--- config.mk ---
export PLATFORM = sky130hd
export DESIGN_NAME = pixel_packetizer_flat
export DESIGN_NICKNAME = d
export VERILOG_FILES = /design/src/rtl/conv_uart_pkg.sv /design/src/rtl/pixel_packetizer_if.sv /design/src/rtl/sync_fifo.sv /design/src/rtl/pixel_packetizer.sv /design/src/flat_wrapper.sv
export SDC_FILE = /design/constraint.sdc
export NUM_CORES = 1
export LEC_CHECK = 0
export BUFFER_PORTS_ARGS = -buffer_cell sky130_fd_sc_hd__buf_2
export CORE_AREA = 4 4 256 258
export CTS_CLUSTER_DIAMETER = 60
export DETAILED_ROUTE_END_ITERATION = 10
export DIE_AREA = 0 0 260 262
export SYNTH_ARGS = -nofsm -noshare
export SYNTH_HDL_FRONTEND = slang
export SYNTH_HIERARCHICAL = 1
export SYNTH_SLANG_ARGS = --single-unit
--- constraint.sdc ---
create_clock -name clk -period 7.9 [get_ports clk]
set_input_delay 0.395 -clock clk [delete_from_list [all_inputs] [get_ports clk]]
set_output_delay 0.395 -clock clk [all_outputs]
set_load 0.02 [all_outputs]
--- src/rtl/conv_uart_pkg.sv ---
// Shared definitions for the convolution-to-UART pixel packetizer.
//   PIX_W       : width of one convolution result pixel
//   SYNC0_BYTE  : first frame sync byte
//   SYNC1_BYTE  : second frame sync byte
//   state_e     : packetizer FSM states
// Optional feature macro: PACKETIZER_CHECKSUM_EN adds the StCsum state.
package conv_uart_pkg;

  localparam int unsigned PIX_W      = 16;
  localparam logic [7:0]  SYNC0_BYTE = 8'hA5;
  localparam logic [7:0]  SYNC1_BYTE = 8'h5A;

  typedef enum logic [2:0] {
    StIdle,
    StSync0,
    StSync1,
    StLenHi,
    StLenLo,
    StPixHi,
    StPixLo
`ifdef PACKETIZER_CHECKSUM_EN
    , StCsum
`endif
  } state_e;

endpackage

--- src/rtl/pixel_packetizer_if.sv ---
// Handshake bundle between the pixel source, the packetizer and the UART transmitter.
//   pix_data/pix_valid/pix_ready : pixel stream into the packetizer
//   tx_data/tx_valid/tx_ready    : byte stream toward the UART transmitter
//   frame_done                   : one-cycle pulse after the last byte of a frame
// modport slave  : packetizer side
// modport master : environment side (pixel source + transmitter)
interface pixel_packetizer_if;
  import conv_uart_pkg::*;

  logic [PIX_W-1:0] pix_data;
  logic             pix_valid;
  logic             pix_ready;
  logic [7:0]       tx_data;
  logic             tx_valid;
  logic             tx_ready;
  logic             frame_done;

  modport slave (
    input  pix_data,
    input  pix_valid,
    output pix_ready,
    output tx_data,
    output tx_valid,
    input  tx_ready,
    output frame_done
  );

  modport master (
    output pix_data,
    output pix_valid,
    input  pix_ready,
    input  tx_data,
    input  tx_valid,
    output tx_ready,
    input  frame_done
  );

endinterface

--- src/rtl/sync_fifo.sv ---
// Single-clock first-word-fall-through FIFO.
//   clk, rst   : clock, asynchronous active-high reset (empties the FIFO)
//   push_i     : write wr_data_i (ignored when full)
//   pop_i      : drop the head entry (ignored when empty)
//   rd_data_o  : current head, valid whenever empty_o is low
//   full_o     : DEPTH entries held
//   empty_o    : no entries held
// DEPTH must be a power of two >= 2 so the pointers wrap naturally.
module sync_fifo #(
  parameter int unsigned WIDTH = 16,
  parameter int unsigned DEPTH = 4
) (
  input  logic             clk,
  input  logic             rst,
  input  logic             push_i,
  input  logic [WIDTH-1:0] wr_data_i,
  input  logic             pop_i,
  output logic [WIDTH-1:0] rd_data_o,
  output logic             full_o,
  output logic             empty_o
);

  localparam int unsigned AW = $clog2(DEPTH);
  localparam int unsigned CW = AW + 1;

  logic [WIDTH-1:0] mem_q [DEPTH];
  logic [AW-1:0]    wr_ptr_q, wr_ptr_d;
  logic [AW-1:0]    rd_ptr_q, rd_ptr_d;
  logic [CW-1:0]    count_q, count_d;
  logic             do_push, do_pop;

  assign full_o    = (count_q == CW'(DEPTH));
  assign empty_o   = (count_q == '0);
  assign rd_data_o = mem_q[rd_ptr_q];

  always_comb begin
    do_push  = push_i & ~full_o;
    do_pop   = pop_i & ~empty_o;
    wr_ptr_d = do_push ? wr_ptr_q + AW'(1) : wr_ptr_q;
    rd_ptr_d = do_pop ? rd_ptr_q + AW'(1) : rd_ptr_q;
    count_d  = count_q;
    case ({do_push, do_pop})
      2'b10:   count_d = count_q + CW'(1);
      2'b01:   count_d = count_q - CW'(1);
      default: count_d = count_q;
    endcase
  end

  always_ff @(posedge clk or posedge rst) begin
    if (rst) begin
      wr_ptr_q <= '0;
      rd_ptr_q <= '0;
      count_q  <= '0;
    end else begin
      wr_ptr_q <= wr_ptr_d;
      rd_ptr_q <= rd_ptr_d;
      count_q  <= count_d;
    end
  end

  // Storage carries no reset; occupancy tracking alone defines validity.
  always_ff @(posedge clk) begin
    if (do_push) begin
      mem_q[wr_ptr_q] <= wr_data_i;
    end
  end

endmodule

--- src/rtl/pixel_packetizer.sv ---
// Packs 16-bit convolution pixels into framed bytes for a UART transmitter.
// Frame: A5 5A LEN_HI LEN_LO {PIX_HI PIX_LO} x FRAME_LEN [CSUM]
//   clk, rst : clock, asynchronous active-high reset
//   bus      : pixel_packetizer_if.slave (pixel in, byte out, frame_done pulse)
// Parameters: FRAME_LEN pixels per frame (1..65535), FIFO_DEPTH pixel buffer entries.
// Macro PACKETIZER_CHECKSUM_EN appends an XOR checksum over LEN_HI, LEN_LO and
// all pixel bytes; without it the frame ends after the last PIX_LO byte.
module pixel_packetizer
  import conv_uart_pkg::*;
#(
  parameter int unsigned FRAME_LEN  = 64,
  parameter int unsigned FIFO_DEPTH = 32
) (
  input logic               clk,
  input logic               rst,
  pixel_packetizer_if.slave bus
);

  localparam logic [15:0] FrameLenW = 16'(FRAME_LEN);
  localparam logic [15:0] LastIdx   = 16'(FRAME_LEN - 1);

  state_e           state_q, state_d;
  logic [15:0]      pix_cnt_q, pix_cnt_d;
  logic             frame_done_q, frame_done_d;
`ifdef PACKETIZER_CHECKSUM_EN
  logic [7:0]       csum_q, csum_d;
`endif

  logic             pix_ready;
  logic             fifo_push, fifo_pop, fifo_full, fifo_empty;
  logic [PIX_W-1:0] fifo_head;
  logic             tx_valid, tx_fire;
  logic [7:0]       tx_data;

  // Fullness is taken before any same-cycle pop, so a full FIFO never accepts.
  assign pix_ready = ~rst & ~fifo_full;
  assign fifo_push = bus.pix_valid & pix_ready;

  sync_fifo #(
    .WIDTH(PIX_W),
    .DEPTH(FIFO_DEPTH)
  ) u_fifo (
    .clk      (clk),
    .rst      (rst),
    .push_i   (fifo_push),
    .wr_data_i(bus.pix_data),
    .pop_i    (fifo_pop),
    .rd_data_o(fifo_head),
    .full_o   (fifo_full),
    .empty_o  (fifo_empty)
  );

  always_comb begin
    tx_valid     = 1'b0;
    tx_data      = '0;
    tx_fire      = 1'b0;
    state_d      = state_q;
    pix_cnt_d    = pix_cnt_q;
    fifo_pop     = 1'b0;
    frame_done_d = 1'b0;
`ifdef PACKETIZER_CHECKSUM_EN
    csum_d       = csum_q;
`endif

    // Byte presented in each state; it depends only on state and FIFO head,
    // neither of which changes until the byte is taken.
    case (state_q)
      StSync0: begin
        tx_valid = 1'b1;
        tx_data  = SYNC0_BYTE;
      end
      StSync1: begin
        tx_valid = 1'b1;
        tx_data  = SYNC1_BYTE;
      end
      StLenHi: begin
        tx_valid = 1'b1;
        tx_data  = FrameLenW[15:8];
      end
      StLenLo: begin
        tx_valid = 1'b1;
        tx_data  = FrameLenW[7:0];
      end
      // Wait here with tx_valid low on an empty FIFO instead of sending filler.
      StPixHi: begin
        tx_valid = ~fifo_empty;
        tx_data  = fifo_head[15:8];
      end
      StPixLo: begin
        tx_valid = ~fifo_empty;
        tx_data  = fifo_head[7:0];
      end
`ifdef PACKETIZER_CHECKSUM_EN
      StCsum: begin
        tx_valid = 1'b1;
        tx_data  = csum_q;
      end
`endif
      default: begin
        tx_valid = 1'b0;
        tx_data  = '0;
      end
    endcase

    tx_fire = tx_valid & bus.tx_ready;

    case (state_q)
      StIdle: begin
        if (!fifo_empty) begin
          state_d   = StSync0;
          pix_cnt_d = '0;
`ifdef PACKETIZER_CHECKSUM_EN
          csum_d    = '0;
`endif
        end
      end
      StSync0: if (tx_fire) state_d = StSync1;
      StSync1: if (tx_fire) state_d = StLenHi;
      StLenHi: if (tx_fire) state_d = StLenLo;
      StLenLo: if (tx_fire) state_d = StPixHi;
      StPixHi: if (tx_fire) state_d = StPixLo;
      StPixLo: begin
        if (tx_fire) begin
          fifo_pop  = 1'b1;
          pix_cnt_d = pix_cnt_q + 16'd1;
          if (pix_cnt_q == LastIdx) begin
`ifdef PACKETIZER_CHECKSUM_EN
            state_d      = StCsum;
`else
            state_d      = StIdle;
            frame_done_d = 1'b1;
`endif
          end else begin
            state_d = StPixHi;
          end
        end
      end
`ifdef PACKETIZER_CHECKSUM_EN
      StCsum: begin
        if (tx_fire) begin
          state_d      = StIdle;
          frame_done_d = 1'b1;
        end
      end
`endif
      default: state_d = StIdle;
    endcase

`ifdef PACKETIZER_CHECKSUM_EN
    // Sync bytes and the checksum itself are excluded from the XOR.
    if (tx_fire && (state_q inside {StLenHi, StLenLo, StPixHi, StPixLo})) begin
      csum_d = csum_q ^ tx_data;
    end
`endif
  end

  always_ff @(posedge clk or posedge rst) begin
    if (rst) begin
      state_q      <= StIdle;
      pix_cnt_q    <= '0;
      frame_done_q <= 1'b0;
`ifdef PACKETIZER_CHECKSUM_EN
      csum_q       <= '0;
`endif
    end else begin
      state_q      <= state_d;
      pix_cnt_q    <= pix_cnt_d;
      frame_done_q <= frame_done_d;
`ifdef PACKETIZER_CHECKSUM_EN
      csum_q       <= csum_d;
`endif
    end
  end

  assign bus.pix_ready  = pix_ready;
  assign bus.tx_valid   = tx_valid;
  assign bus.tx_data    = tx_data;
  assign bus.frame_done = frame_done_q;

endmodule

--- src/flat_wrapper.sv ---
// flat-port wrapper written by rule: the top's interface ports become plain ports
module pixel_packetizer_flat import conv_uart_pkg::*;
#(
  parameter int unsigned FRAME_LEN  = 64,
  parameter int unsigned FIFO_DEPTH = 32
)
  (clk, rst, bus_pix_data, bus_pix_valid, bus_pix_ready, bus_tx_data, bus_tx_valid, bus_tx_ready, bus_frame_done);
  pixel_packetizer_if bus_i ();
  input logic clk;
  input logic rst;
  input wire logic [$bits(bus_i.pix_data)-1:0] bus_pix_data;
  input wire logic [$bits(bus_i.pix_valid)-1:0] bus_pix_valid;
  output wire logic [$bits(bus_i.pix_ready)-1:0] bus_pix_ready;
  output wire logic [$bits(bus_i.tx_data)-1:0] bus_tx_data;
  output wire logic [$bits(bus_i.tx_valid)-1:0] bus_tx_valid;
  input wire logic [$bits(bus_i.tx_ready)-1:0] bus_tx_ready;
  output wire logic [$bits(bus_i.frame_done)-1:0] bus_frame_done;
  assign bus_i.pix_data = bus_pix_data;
  assign bus_i.pix_valid = bus_pix_valid;
  assign bus_pix_ready = bus_i.pix_ready;
  assign bus_tx_data = bus_i.tx_data;
  assign bus_tx_valid = bus_i.tx_valid;
  assign bus_i.tx_ready = bus_tx_ready;
  assign bus_frame_done = bus_i.frame_done;
  pixel_packetizer #(.FRAME_LEN(FRAME_LEN), .FIFO_DEPTH(FIFO_DEPTH)) u_core (.clk(clk), .rst(rst), .bus(bus_i));
endmodule
==> flow_summary_export.csv, run 1 <==
group,metric,value,unit
outcome,outcome,"complete, no violations",
sta,fmax,211,MHz
power,ir_drop,0.146,mV
critical_path,reg2reg_slack,3290,ps
clocking,clk_latency,580,ps
detailed_routing,firstDrtPassIters,5,
place,dp_hpwl,28300,um
critical_path,cp_num_buf_inv,2,
synthesis,syn-cell-area,21900,um^2
place,placed_cell_area,23100,um^2
finish,n_antenna_cell,0,
finish,fin_nets,1237,
finish,final_cell_mix,"512 x edfxtp_1, 96 x mux4_2, 67 x mux2i_1",
clocking,cts_buffers,52,
clocking,postCtsHoldBufs,1,
sta,hold_violations,0,
critical_path,crit_cells,7,
sta,setup_violations,0,
sta,slew_headroom,25.3,%
detailed_routing,drc_errors,0,
synthesis,post_synth_num_cell_types,61,
critical_path,ff2ff_path_depth,14,
critical_path,critPathLaunchType,"flop",
finish,area_growth,12.7,%
synthesis,synth-seq-cells,548,
sta,post-route-min-period,4740,ps
sta,skew,17.0,ps
power,power_per_cell_area,274,nW/um^2
detailed_routing,drt-total-wl,49200,um
critical_path,path_cells,"buf_12 > mux4_2 > a2111oi_0 > a21oi_1 > nand2b_1 > a22o_1 > buf_2",
grt,grt_max_degree,97,
critical_path,worst_setup_path_end_kind,"output pin",
place,place_ws,3310,ps
grt,grt_usage,14.3,%
power,p_leak,7.64,nW
finish,postLayoutCoreUtil,39.2,%
clocking,cts_setup_buffers,0,
synthesis,synth.avg_cell_area,19.2,um^2
synthesis,synth_nets,1174,
synthesis,async_flop_share,6.57,%
place,port-buffer-count,30,
grt,grt_first_pass_wirelength,72400,um
critical_path,r2r_start,"u_core/u_fifo/count_q[0]$_DFFE_PP0P_",
critical_path,crit_family,"compound AO/OA/AOI/OAI gates",
finish,design_area,24700,um^2
critical_path,crit_start,"u_core/u_fifo/rd_ptr_q[0]$_DFFE_PP0P_",
die,die_w,260,um
worst_hold_path,hold_class,"in -> reg",
clocking,cts.sinks,548,
synthesis,synth_edf_count,512,
detailed_routing,drt_iter0_drc,971,
finish,drive_above_1_share,21.3,%
die,start_util,34.8,%
sta,slew_violations,0,
detailed_routing,wire_per_inst,23.5,um
die,design.portCount,31,
clocking,cts.repair.resized,0,
critical_path,cpPeakStageDelay,980,ps
detailed_routing,vias,11029,
place,gp_congestion,0.760,
finish,final_common_cell,"edfxtp_1",
sta,worst_pin_slew,1090,ps
detailed_routing,antenna_left,0,
clocking,cts_root_buffer,"clkbuf_16",
sta,setup_ws,3160,ps
synthesis,synthCells,1142,
critical_path,arrival,4340,ps
sta,whs,179,ps
finish,fillCellCount,5723,
grt,grt_pass1_vias,10909,
clocking,clock_path_buffers,3,
synthesis,ys_seq_area_share,74.4,%
critical_path,cp_slowest_cell,"a2111oi_0",
grt,grt-ovfl-total,0,
critical_path,critPathCapture,"bus_tx_data[7]",
critical_path,reg2reg_to,"u_core/u_fifo/count_q[5]$_DFFE_PP0P_",
clocking,clkTransAtPathRegs,70,ps
sta,min_period_over_period,60.0,%
die,core-area,63000,um^2
sta,rsz0062_at_grt,"false",
critical_path,crit_fanout,96,
die,dieArea,68100,um^2
synthesis,yosys_warnings,6,
critical_path,cp_data_required_time,7510,ps
grt,antenna_found_initial,2,
clocking,tritoncts,"built",
critical_path,crit_type,"reg -> out",
die,chipHeight,262,um
synthesis,yosys_most_used_dff,"edfxtp_1",
run,cap_violations,0,
sta,setup_tns,0,ps
detailed_routing,avgViaCountPerCell,5.27,
die,row_count,92,
clocking,htree_levels,2,
-- power breakdown --
part           switching (mW)  leakage [nW]  internal, mW  total (mW)
sequential              0.127          5.07          3.28        3.41
clock                    1.02         0.750          1.25        2.27
combinational           0.610          1.81         0.471        1.08
-- registers in the layout, summed over array words and instances, names as in the netlist --
register / count
u_core/u_fifo/mem_q: 512
u_core/pix_cnt_q: 16
u_core/u_fifo/count_q: 6
u_core/u_fifo/rd_ptr_q: 5
u_core/u_fifo/wr_ptr_q: 5
u_core/state_q: 3
u_core/bus.frame_done: 1
-- cell type report --
class	count	area (um^2)	share of cell area, %
clock buffer	73	1410	5.72
multi-input combinational	514	5230	21.2
inverter	14	52.6	0.213
timing repair buffer	75	515	2.09
sequential	548	16300	66.0
tap	846	1060	4.29
clock inverter	22	115	0.467
-- worst register-to-register path, stage by stage (launching register included) --
cell and delay [ps]:
dfrtp_1 420, or4_1 620, or2_2 320, nor2_1 410
or2_1 190, a21o_1 400, or2_2 260, inv_1 60
o31a_1 180, ha_1 320, ha_1 330, a211oi_1 340
nor4bb_1 110, a2111o_1 420, xnor2_1 130
-- how the worst min path moves through the flow --
stage | from | endpoint | depth (start not counted)
after CTS | bus_tx_ready | u_core/state_q[1]$_DFFE_PP0P_ | 3
after floorplan | rst | u_core/u_fifo/count_q[0]$_DFFE_PP0P_ | 1
after global placement | u_core/u_fifo/rd_ptr_q[4]$_DFFE_PP0P_ | u_core/u_fifo/rd_ptr_q[4]$_DFFE_PP0P_ | 1
after detailed placement | u_core/u_fifo/rd_ptr_q[4]$_DFFE_PP0P_ | u_core/u_fifo/rd_ptr_q[4]$_DFFE_PP0P_ | 1
after global routing | bus_tx_ready | u_core/state_q[1]$_DFFE_PP0P_ | 3
final | bus_tx_ready | u_core/state_q[1]$_DFFE_PP0P_ | 3
-- metal layers --
metal  wire length, um  up-vias  GRT usage [%]
met4               957        0           3.69
met1             21200     5814           20.0
met3              2400       57           1.67
met2             24600      320           23.9
met5                 0        -              0
li1                  -     4838              -
-- synthesized netlist by cell type, types with 12 or more instances --
cell type / instances / area share, %
edfxtp_1: 512 / 70
mux4_2: 96 / 9.9
mux2i_1: 67 / 3.1
nor2_1: 45 / 0.77
a21oi_1: 40 / 0.91
dfrtp_1: 36 / 4.1
clkbuf_1: 34 / 0.58
nand2_1: 25 / 0.43
a22o_1: 20 / 0.80
o21ai_0: 20 / 0.46
a22oi_1: 16 / 0.55
nand3_1: 16 / 0.37
o221ai_1: 16 / 0.64
o22ai_1: 15 / 0.43
inv_1: 14 / 0.24
a2111oi_2: 13 / 0.89
buf_2: 12 / 0.27
-- metrics by stage --
stage	instances	power [mW]
after floorplan	1142	4.23
after global placement	1996	4.55
after detailed placement	1996	4.57
after CTS	2092	6.84
after global routing	2092	7.03
final	2092	6.76
-- kinds of logic (layout without fill, tap and decap cells) --
group | after synthesis | in the layout | synth area share [%]
XOR/XNOR | 11 | 11 | 0.440
multiplexers | 164 | 164 | 13.0
buffers and inverters | 80 | 184 | 1.84
flip-flops | 548 | 548 | 74.4
AO/OA/AOI/OAI | 173 | 173 | 5.90
adder cells (fa/ha/maj) | 13 | 13 | 0.766
AND/OR/NAND/NOR | 153 | 153 | 3.70
(Power assumes the default switching activity.)
==> inputs of run 2 (changes only) <==
--- a/config.mk
+++ b/config.mk
@@ -5,11 +5,12 @@
 export SDC_FILE = /design/constraint.sdc
 export NUM_CORES = 1
 export LEC_CHECK = 0
+export ABC_AREA = 1
 export BUFFER_PORTS_ARGS = -buffer_cell sky130_fd_sc_hd__buf_2
-export CORE_AREA = 4 4 256 258
+export CORE_AREA = 4 4 269 271
 export CTS_CLUSTER_DIAMETER = 60
 export DETAILED_ROUTE_END_ITERATION = 10
-export DIE_AREA = 0 0 260 262
+export DIE_AREA = 0 0 273 275
 export SYNTH_ARGS = -nofsm -noshare
 export SYNTH_HDL_FRONTEND = slang
 export SYNTH_HIERARCHICAL = 1
==> constraint.sdc (replaced) <==
create_clock -name clk -period 4 [get_ports clk]
set_input_delay 0.2 -clock clk [delete_from_list [all_inputs] [get_ports clk]]
set_output_delay 0.2 -clock clk [all_outputs]
set_load 0.02 [all_outputs]
==> flow_summary_export.csv, run 2 <==
group,metric,value,unit
synthesis,synth.avg_cell_area,10.2,um^2
worst_hold_path,hold_class,"in -> reg",
grt,grt_usage,16.3,%
sta,fmax,280,MHz
die,start_util,34.8,%
power,power_per_cell_area,643,nW/um^2
clocking,clkTransAtPathRegs,60,ps
finish,largest_reg_flops,512,
critical_path,crit_start,"u_core/u_fifo/rd_ptr_q[1]$_DFFE_PP0P_",
clocking,tritoncts,"built",
critical_path,ff2ff_path_depth,19,
detailed_routing,vias,16620,
finish,n_antenna_cell,0,
die,chipHeight,275,um
sta,slew_headroom,33.0,%
critical_path,critPathCapture,"bus_tx_data[2]",
sta,rsz0062_at_grt,"false",
grt,grt_first_pass_wirelength,94800,um
synthesis,synth_top_area_share,63.2,%
sta,min_period_over_period,89.4,%
clocking,cts.repair.resized,0,
sta,skew,32.5,ps
sta,post-route-min-period,3570,ps
critical_path,worst_setup_path_end_kind,"output pin",
run,cap_violations,0,
detailed_routing,drt-total-wl,61400,um
finish,largest-register,"u_core/u_fifo/mem_q",
critical_path,r2r_start,"u_core/state_q[2]$_DFFE_PP0P_",
grt,grt_max_degree,175,
finish,largestRegisters,"u_core/u_fifo/mem_q x512, u_core/pix_cnt_q x16, u_core/u_fifo/count_q x6",
sta,hold_violations,0,
sta,worst_pin_slew,1010,ps
clocking,clock_path_buffers,3,
synthesis,synth_edf_count,512,
sta,slew_violations,0,
synthesis,syn-cell-area,24300,um^2
critical_path,cp_data_required_time,3800,ps
clocking,clk_latency,620,ps
finish,postLayoutCoreUtil,39.3,%
critical_path,crit_type,"reg -> out",
place,dp_hpwl,34800,um
synthesis,synth_nets,2425,
die,core-area,69800,um^2
power,swShare,37.4,%
critical_path,arrival,3370,ps
finish,final_cell_mix,"831 x nand2_1, 512 x edfxtp_1, 358 x nand3_1",
synthesis,yosysTopAreaCell,"edfxtp_1",
critical_path,crit_fanout,58,
synthesis,yosys-top-cells-count,"831 x nand2_1, 512 x edfxtp_1, 358 x nand3_1",
finish,area_growth,12.9,%
outcome,outcome,"complete, no violations",
power,pwr-share-seq,38.3,%
finish,fillCellCount,6688,
power,internal-power,11.0,mW
grt,antenna_found_initial,1,
synthesis,synthCells,2393,
synthesis,synthMostInstantiatedCell,"nand2_1",
synthesis,yosys_most_used_dff,"edfxtp_1",
clocking,cts_root_buffer,"clkbuf_16",
die,die_w,273,um
detailed_routing,drt_iter0_drc,1525,
power,finalPower,17.6,mW
detailed_routing,antenna_left,0,
synthesis,post_synth_num_cell_types,34,
finish,fin_nets,2455,
synthesis,async_flop_share,6.57,%
clocking,cts.sinks,548,
die,dieArea,75100,um^2
power,switching_power,6.60,mW
power,p_leak,11.1,nW
power,combPwrFrac,32.3,%
synthesis,synth-seq-cells,548,
sta,setup_tns,0,ps
clocking,cts_buffers,59,
synthesis,yosys_warnings,6,
die,design.portCount,31,
grt,grt-ovfl-total,0,
detailed_routing,wire_per_inst,18.0,um
critical_path,reg2reg_slack,810,ps
synthesis,ys_top_cells_by_area,"edfxtp_1 63%, nand2_1 13%, nand3_1 7.4%, inv_1 4.6%, dfrtp_1 3.7%",
critical_path,reg2reg_to,"u_core/u_fifo/count_q[5]$_DFFE_PP0P_",
synthesis,ys_seq_area_share,66.9,%
critical_path,critPathLaunchType,"flop",
finish,final_common_cell,"nand2_1",
detailed_routing,drc_errors,0,
power,p_clk_share,29.4,%
die,row_count,97,
grt,grt_pass1_vias,16328,
sta,setup_violations,0,
finish,drive_above_1_share,8.70,%
place,port-buffer-count,30,
clocking,htree_levels,2,
detailed_routing,avgViaCountPerCell,4.87,
place,gp_congestion,0.803,
detailed_routing,firstDrtPassIters,7,
power,ir_drop,0.562,mV
## run 2: cell types whose count changed after synthesis, sizes merged, moves of 16 or more
cell	delta
mux4	-96
a22oi	-16
buf	+70
nand3	+346
mux2i	-67
nand2	+809
clkbuf	-18
nor2	+43
a22o	-20
inv	+289
o221ai	-16
nor3	+26
## run 2: power groups by stage
stage	Sequential, mW	Clock (mW)	Combinational, mW
6_report	6.75	5.19	5.70
5_1_grt	6.78	5.57	6.32
4_1_cts	6.75	5.31	5.71
3_5_place_dp	6.87	0	5.68
3_3_place_gp	6.86	0	5.61
2_1_floorplan	6.72	0	4.01
## run 2: cells by family after synthesis
family / share of synthesized area [%]
DFF: 66.9
and+or+nand+nor: 22.8
xor gates and xnor gates: 0.468
buffers and inverters: 7.46
AOI/OAI and AO/OA: 1.64
adders and majority gates: 0.648
## run 2: critical path, stage by stage (launching register included)
cell      delay [ps]
dfrtp_4          670
inv_4            440
buf_12           360
o211ai_1         150
nand3_1          110
nand3_1          160
nand2_1          220
nand2_1           90
inv_1             60
o21ai_0           60
nand2_1          200
buf_2            200
## run 2: worst min path at each step
stage                        from  cells past startpoint  slack [ps]                               endpoint
finish              bus_pix_valid                      5         150  u_core/u_fifo/wr_ptr_q[4]$_DFFE_PP0P_
global route        bus_pix_valid                      5         170  u_core/u_fifo/wr_ptr_q[4]$_DFFE_PP0P_
CTS                 bus_pix_valid                      5         130  u_core/u_fifo/wr_ptr_q[4]$_DFFE_PP0P_
detailed placement            rst                      2         390   u_core/u_fifo/count_q[5]$_DFFE_PP0P_
global placement              rst                      2         400   u_core/u_fifo/count_q[5]$_DFFE_PP0P_
floorplan                     rst                      1         110   u_core/u_fifo/count_q[0]$_DFFE_PP0P_
## run 2: cell type report
cell class	count	area [um^2]	share of cell area, %
clock buffer	69	1510	5.52
clock inverter	40	322	1.17
timing repair buffer	87	633	2.31
inverter	309	1170	4.25
tap	940	1180	4.28
sequential	548	16300	59.3
multi-input combinational	1418	6350	23.2
## run 2: timing repair
action	in CTS	in global routing
setup buffers	0	0
setup endpoints to repair	0	0
hold endpoints to repair	37	0
hold buffers	2	0
## run 2: routing by layer
| layer | vias to the layer above | global-route usage (%) | wire, um |
|---|---|---|---|
| li1 | 7940 | - | - |
| met1 | 8064 | 21.5 | 26100 |
| met4 | 0 | 5.84 | 1920 |
| met2 | 495 | 27.9 | 29700 |
| met3 | 121 | 1.93 | 3630 |
| met5 | - | 0 | 0 |
## run 2: through the flow
| step | hold WS, ps | cells | setup WS (ps) | cell area [um^2] |
|---|---|---|---|---|
| finish | 149 | 3411 | 425 | 27500 |
| global route | 173 | 3411 | 230 | 27500 |
| CTS | 126 | 3411 | 427 | 27500 |
| detailed placement | 388 | 3300 | 850 | 25600 |
| global placement | 398 | 3300 | 880 | 25600 |
| floorplan | 114 | 2393 | 1070 | 24300 |
==> inputs of run 3 (changes only) <==
==> constraint.sdc (replaced) <==
create_clock -name clk -period 4 [get_ports clk]
set_input_delay 0.2 -clock clk [delete_from_list [all_inputs] [get_ports clk]]
set_output_delay 0.2 -clock clk [all_outputs]
set_load 0.005 [all_outputs]
==> flow_summary_export.csv, run 3 (same netlist as run 2, synthesis figures left out) <==
group,metric,value,unit
clocking,clk_latency,620,ps
sta,hold_violations,0,
grt,grt_usage,16.3,%
power,internal-power,11.2,mW
sta,min_period_over_period,92.1,%
critical_path,arrival,3480,ps
run,cap_violations,0,
sta,post-route-min-period,3680,ps
finish,largestRegisters,"u_core/u_fifo/mem_q x512, u_core/pix_cnt_q x16, u_core/u_fifo/count_q x6",
die,dieArea,75100,um^2
detailed_routing,avgViaCountPerCell,4.89,
detailed_routing,drt-total-wl,62200,um
die,die_w,273,um
critical_path,crit_fanout,48,
critical_path,cpPeakStageDelay,730,ps
power,pwr-share-seq,38.3,%
finish,largest_reg_flops,512,
sta,rsz0062_at_grt,"false",
die,row_count,97,
die,design.portCount,31,
finish,area_growth,13.2,%
die,chipHeight,275,um
power,power_per_cell_area,644,nW/um^2
finish,final_common_cell,"nand2_1",
power,combPwrFrac,31.7,%
grt,grt_first_pass_wirelength,94900,um
place,placed_cell_area,25600,um^2
power,p_leak,11.2,nW
sta,worst_pin_slew,868,ps
power,switching_power,6.56,mW
place,port-buffer-count,30,
die,core-area,69800,um^2
clocking,tritoncts,"built",
detailed_routing,wire_per_inst,18.2,um
clocking,cts_root_buffer,"clkbuf_16",
clocking,cts.sinks,548,
finish,drive_above_1_share,8.48,%
sta,fmax,272,MHz
finish,largest-register,"u_core/u_fifo/mem_q",
outcome,outcome,"complete, no violations",
grt,grt_pass1_vias,16378,
sta,setup_tns,0,ps
finish,final_cell_mix,"831 x nand2_1, 512 x edfxtp_1, 358 x nand3_1",
grt,antenna_found_initial,1,
sta,whs,142,ps
detailed_routing,firstDrtPassIters,6,
clocking,clock_path_buffers,3,
critical_path,cp_num_buf_inv,5,
power,swShare,37.0,%
detailed_routing,vias,16680,
worst_hold_path,hold_class,"in -> reg",
critical_path,worst_setup_path_end_kind,"output pin",
critical_path,cp_data_required_time,3800,ps
power,p_clk_share,30.0,%
clocking,htree_levels,2,
die,start_util,34.8,%
sta,skew,27.5,ps
critical_path,critPathLaunchType,"flop",
critical_path,crit_type,"reg -> out",
detailed_routing,drc_errors,0,
sta,slew_headroom,42.1,%
detailed_routing,drt_iter0_drc,1540,
finish,postLayoutCoreUtil,39.5,%
critical_path,path_cells,"inv_4 > buf_12 > buf_4 > nand3_1 > nand3_1 > nand3_1 > nand2_1 > nand2_1 > inv_1 > nand3_1 > nand3_1 > buf_2",
sta,slew_violations,0,
critical_path,cp_slowest_cell,"dfrtp_4",
critical_path,cp_common_cell,"nand3_1",
detailed_routing,antenna_left,0,
power,ir_drop,0.466,mV
sta,setup_violations,0,
clocking,cts_buffers,59,
power,finalPower,17.7,mW
clocking,clkTransAtPathRegs,60,ps
finish,fin_nets,2452,
critical_path,crit_family,"buffers and inverters",
clocking,cts.repair.resized,0,
finish,design_area,27500,um^2
place,gp_congestion,0.874,
grt,grt_max_degree,169,
grt,grt-ovfl-total,0,
place,dp_hpwl,35500,um
-- run 3: changes by cell type in the layout (fill, tap and decap cells not counted), sizes merged --
cell      previous run  this run
clkbuf              69        63
buf                 85        82
clkinv              33        36
diode                0         3
bufinv               4         6
inv                311       309
clkinvlp             1         2
-- run 3: layout make-up --
type | instances | area (um^2)
inverters | 309 | 1170
repair buffers | 84 | 661
flip-flops and latches | 548 | 16300
clock buffers | 63 | 1490
multi-input cells | 1418 | 6350
well taps | 940 | 1180
diodes | 3 | 7.51
fillers | 6621 | 42300
clock inverters | 44 | 394
-- run 3: power groups by stage --
stage | combinational [mW] | clock, mW | sequential [mW]
2_1_floorplan | 3.93 | 0 | 6.72
3_3_place_gp | 5.52 | 0 | 6.91
3_5_place_dp | 5.59 | 0 | 6.92
4_1_cts | 5.61 | 5.45 | 6.80
5_1_grt | 6.21 | 5.66 | 6.83
6_report | 5.62 | 5.32 | 6.80
-- run 3: worst register-to-register path, stage by stage (launching register included) --
cell and delay (ps):
dfrtp_1 590, inv_1 260, nand3_4 180, nand2_1 90
nor2_2 140, nand2_4 80, nand3_4 90, inv_1 50
nand2_1 110, clkinv_1 220, ha_1 350, ha_1 350
nand3_1 100, nand3_1 100, nand3_1 110, nand2_1 60
nand2_1 60, nand2_1 50, nand2_1 50, nand2_1 50
-- run 3: worst paths after layout --
| kind | from | endpoint | slack (ps) | cells past startpoint |
|---|---|---|---|---|
| min reg2reg | u_core/pix_cnt_q[15]$_DFFE_PP0P_ | u_core/pix_cnt_q[15]$_DFFE_PP0P_ | 500 | 2 |
| max reg2reg | u_core/state_q[2]$_DFFE_PP0P_ | u_core/u_fifo/count_q[5]$_DFFE_PP0P_ | 820 | 19 |
| max in group asynchronous | rst | u_core/state_q[2]$_DFFE_PP0P_ | 3100 | 3 |
| min | bus_pix_valid | u_core/u_fifo/wr_ptr_q[4]$_DFFE_PP0P_ | 140 | 5 |
| min in group asynchronous | rst | u_core/u_fifo/wr_ptr_q[2]$_DFFE_PP0P_ | 270 | 3 |
| max | u_core/u_fifo/rd_ptr_q[1]$_DFFE_PP0P_ | bus_tx_data[4] | 320 | 12 |
-- run 3: routing by layer --
metal	global-route usage [%]	routed length [um]	vias to the layer above	part of all wire, %
met5	0	0	-	0
met4	5.95	2030	0	3.3
met3	2.23	3910	110	6.3
met2	28.4	30500	538	49
met1	20.9	25700	8104	41
li1	-	-	7928	-
-- run 3: what timing repair did --
action,CTS,global route
hold endpoints to repair,37,0
buffers inserted,0,0
hold buffers,2,0
-- run 3: metrics by stage --
stage,setup slack (ps),instances
floorplan,1070,2393
global placement,899,3297
detailed placement,897,3297
CTS,283,3406
global route,100,3407
finish,317,3409
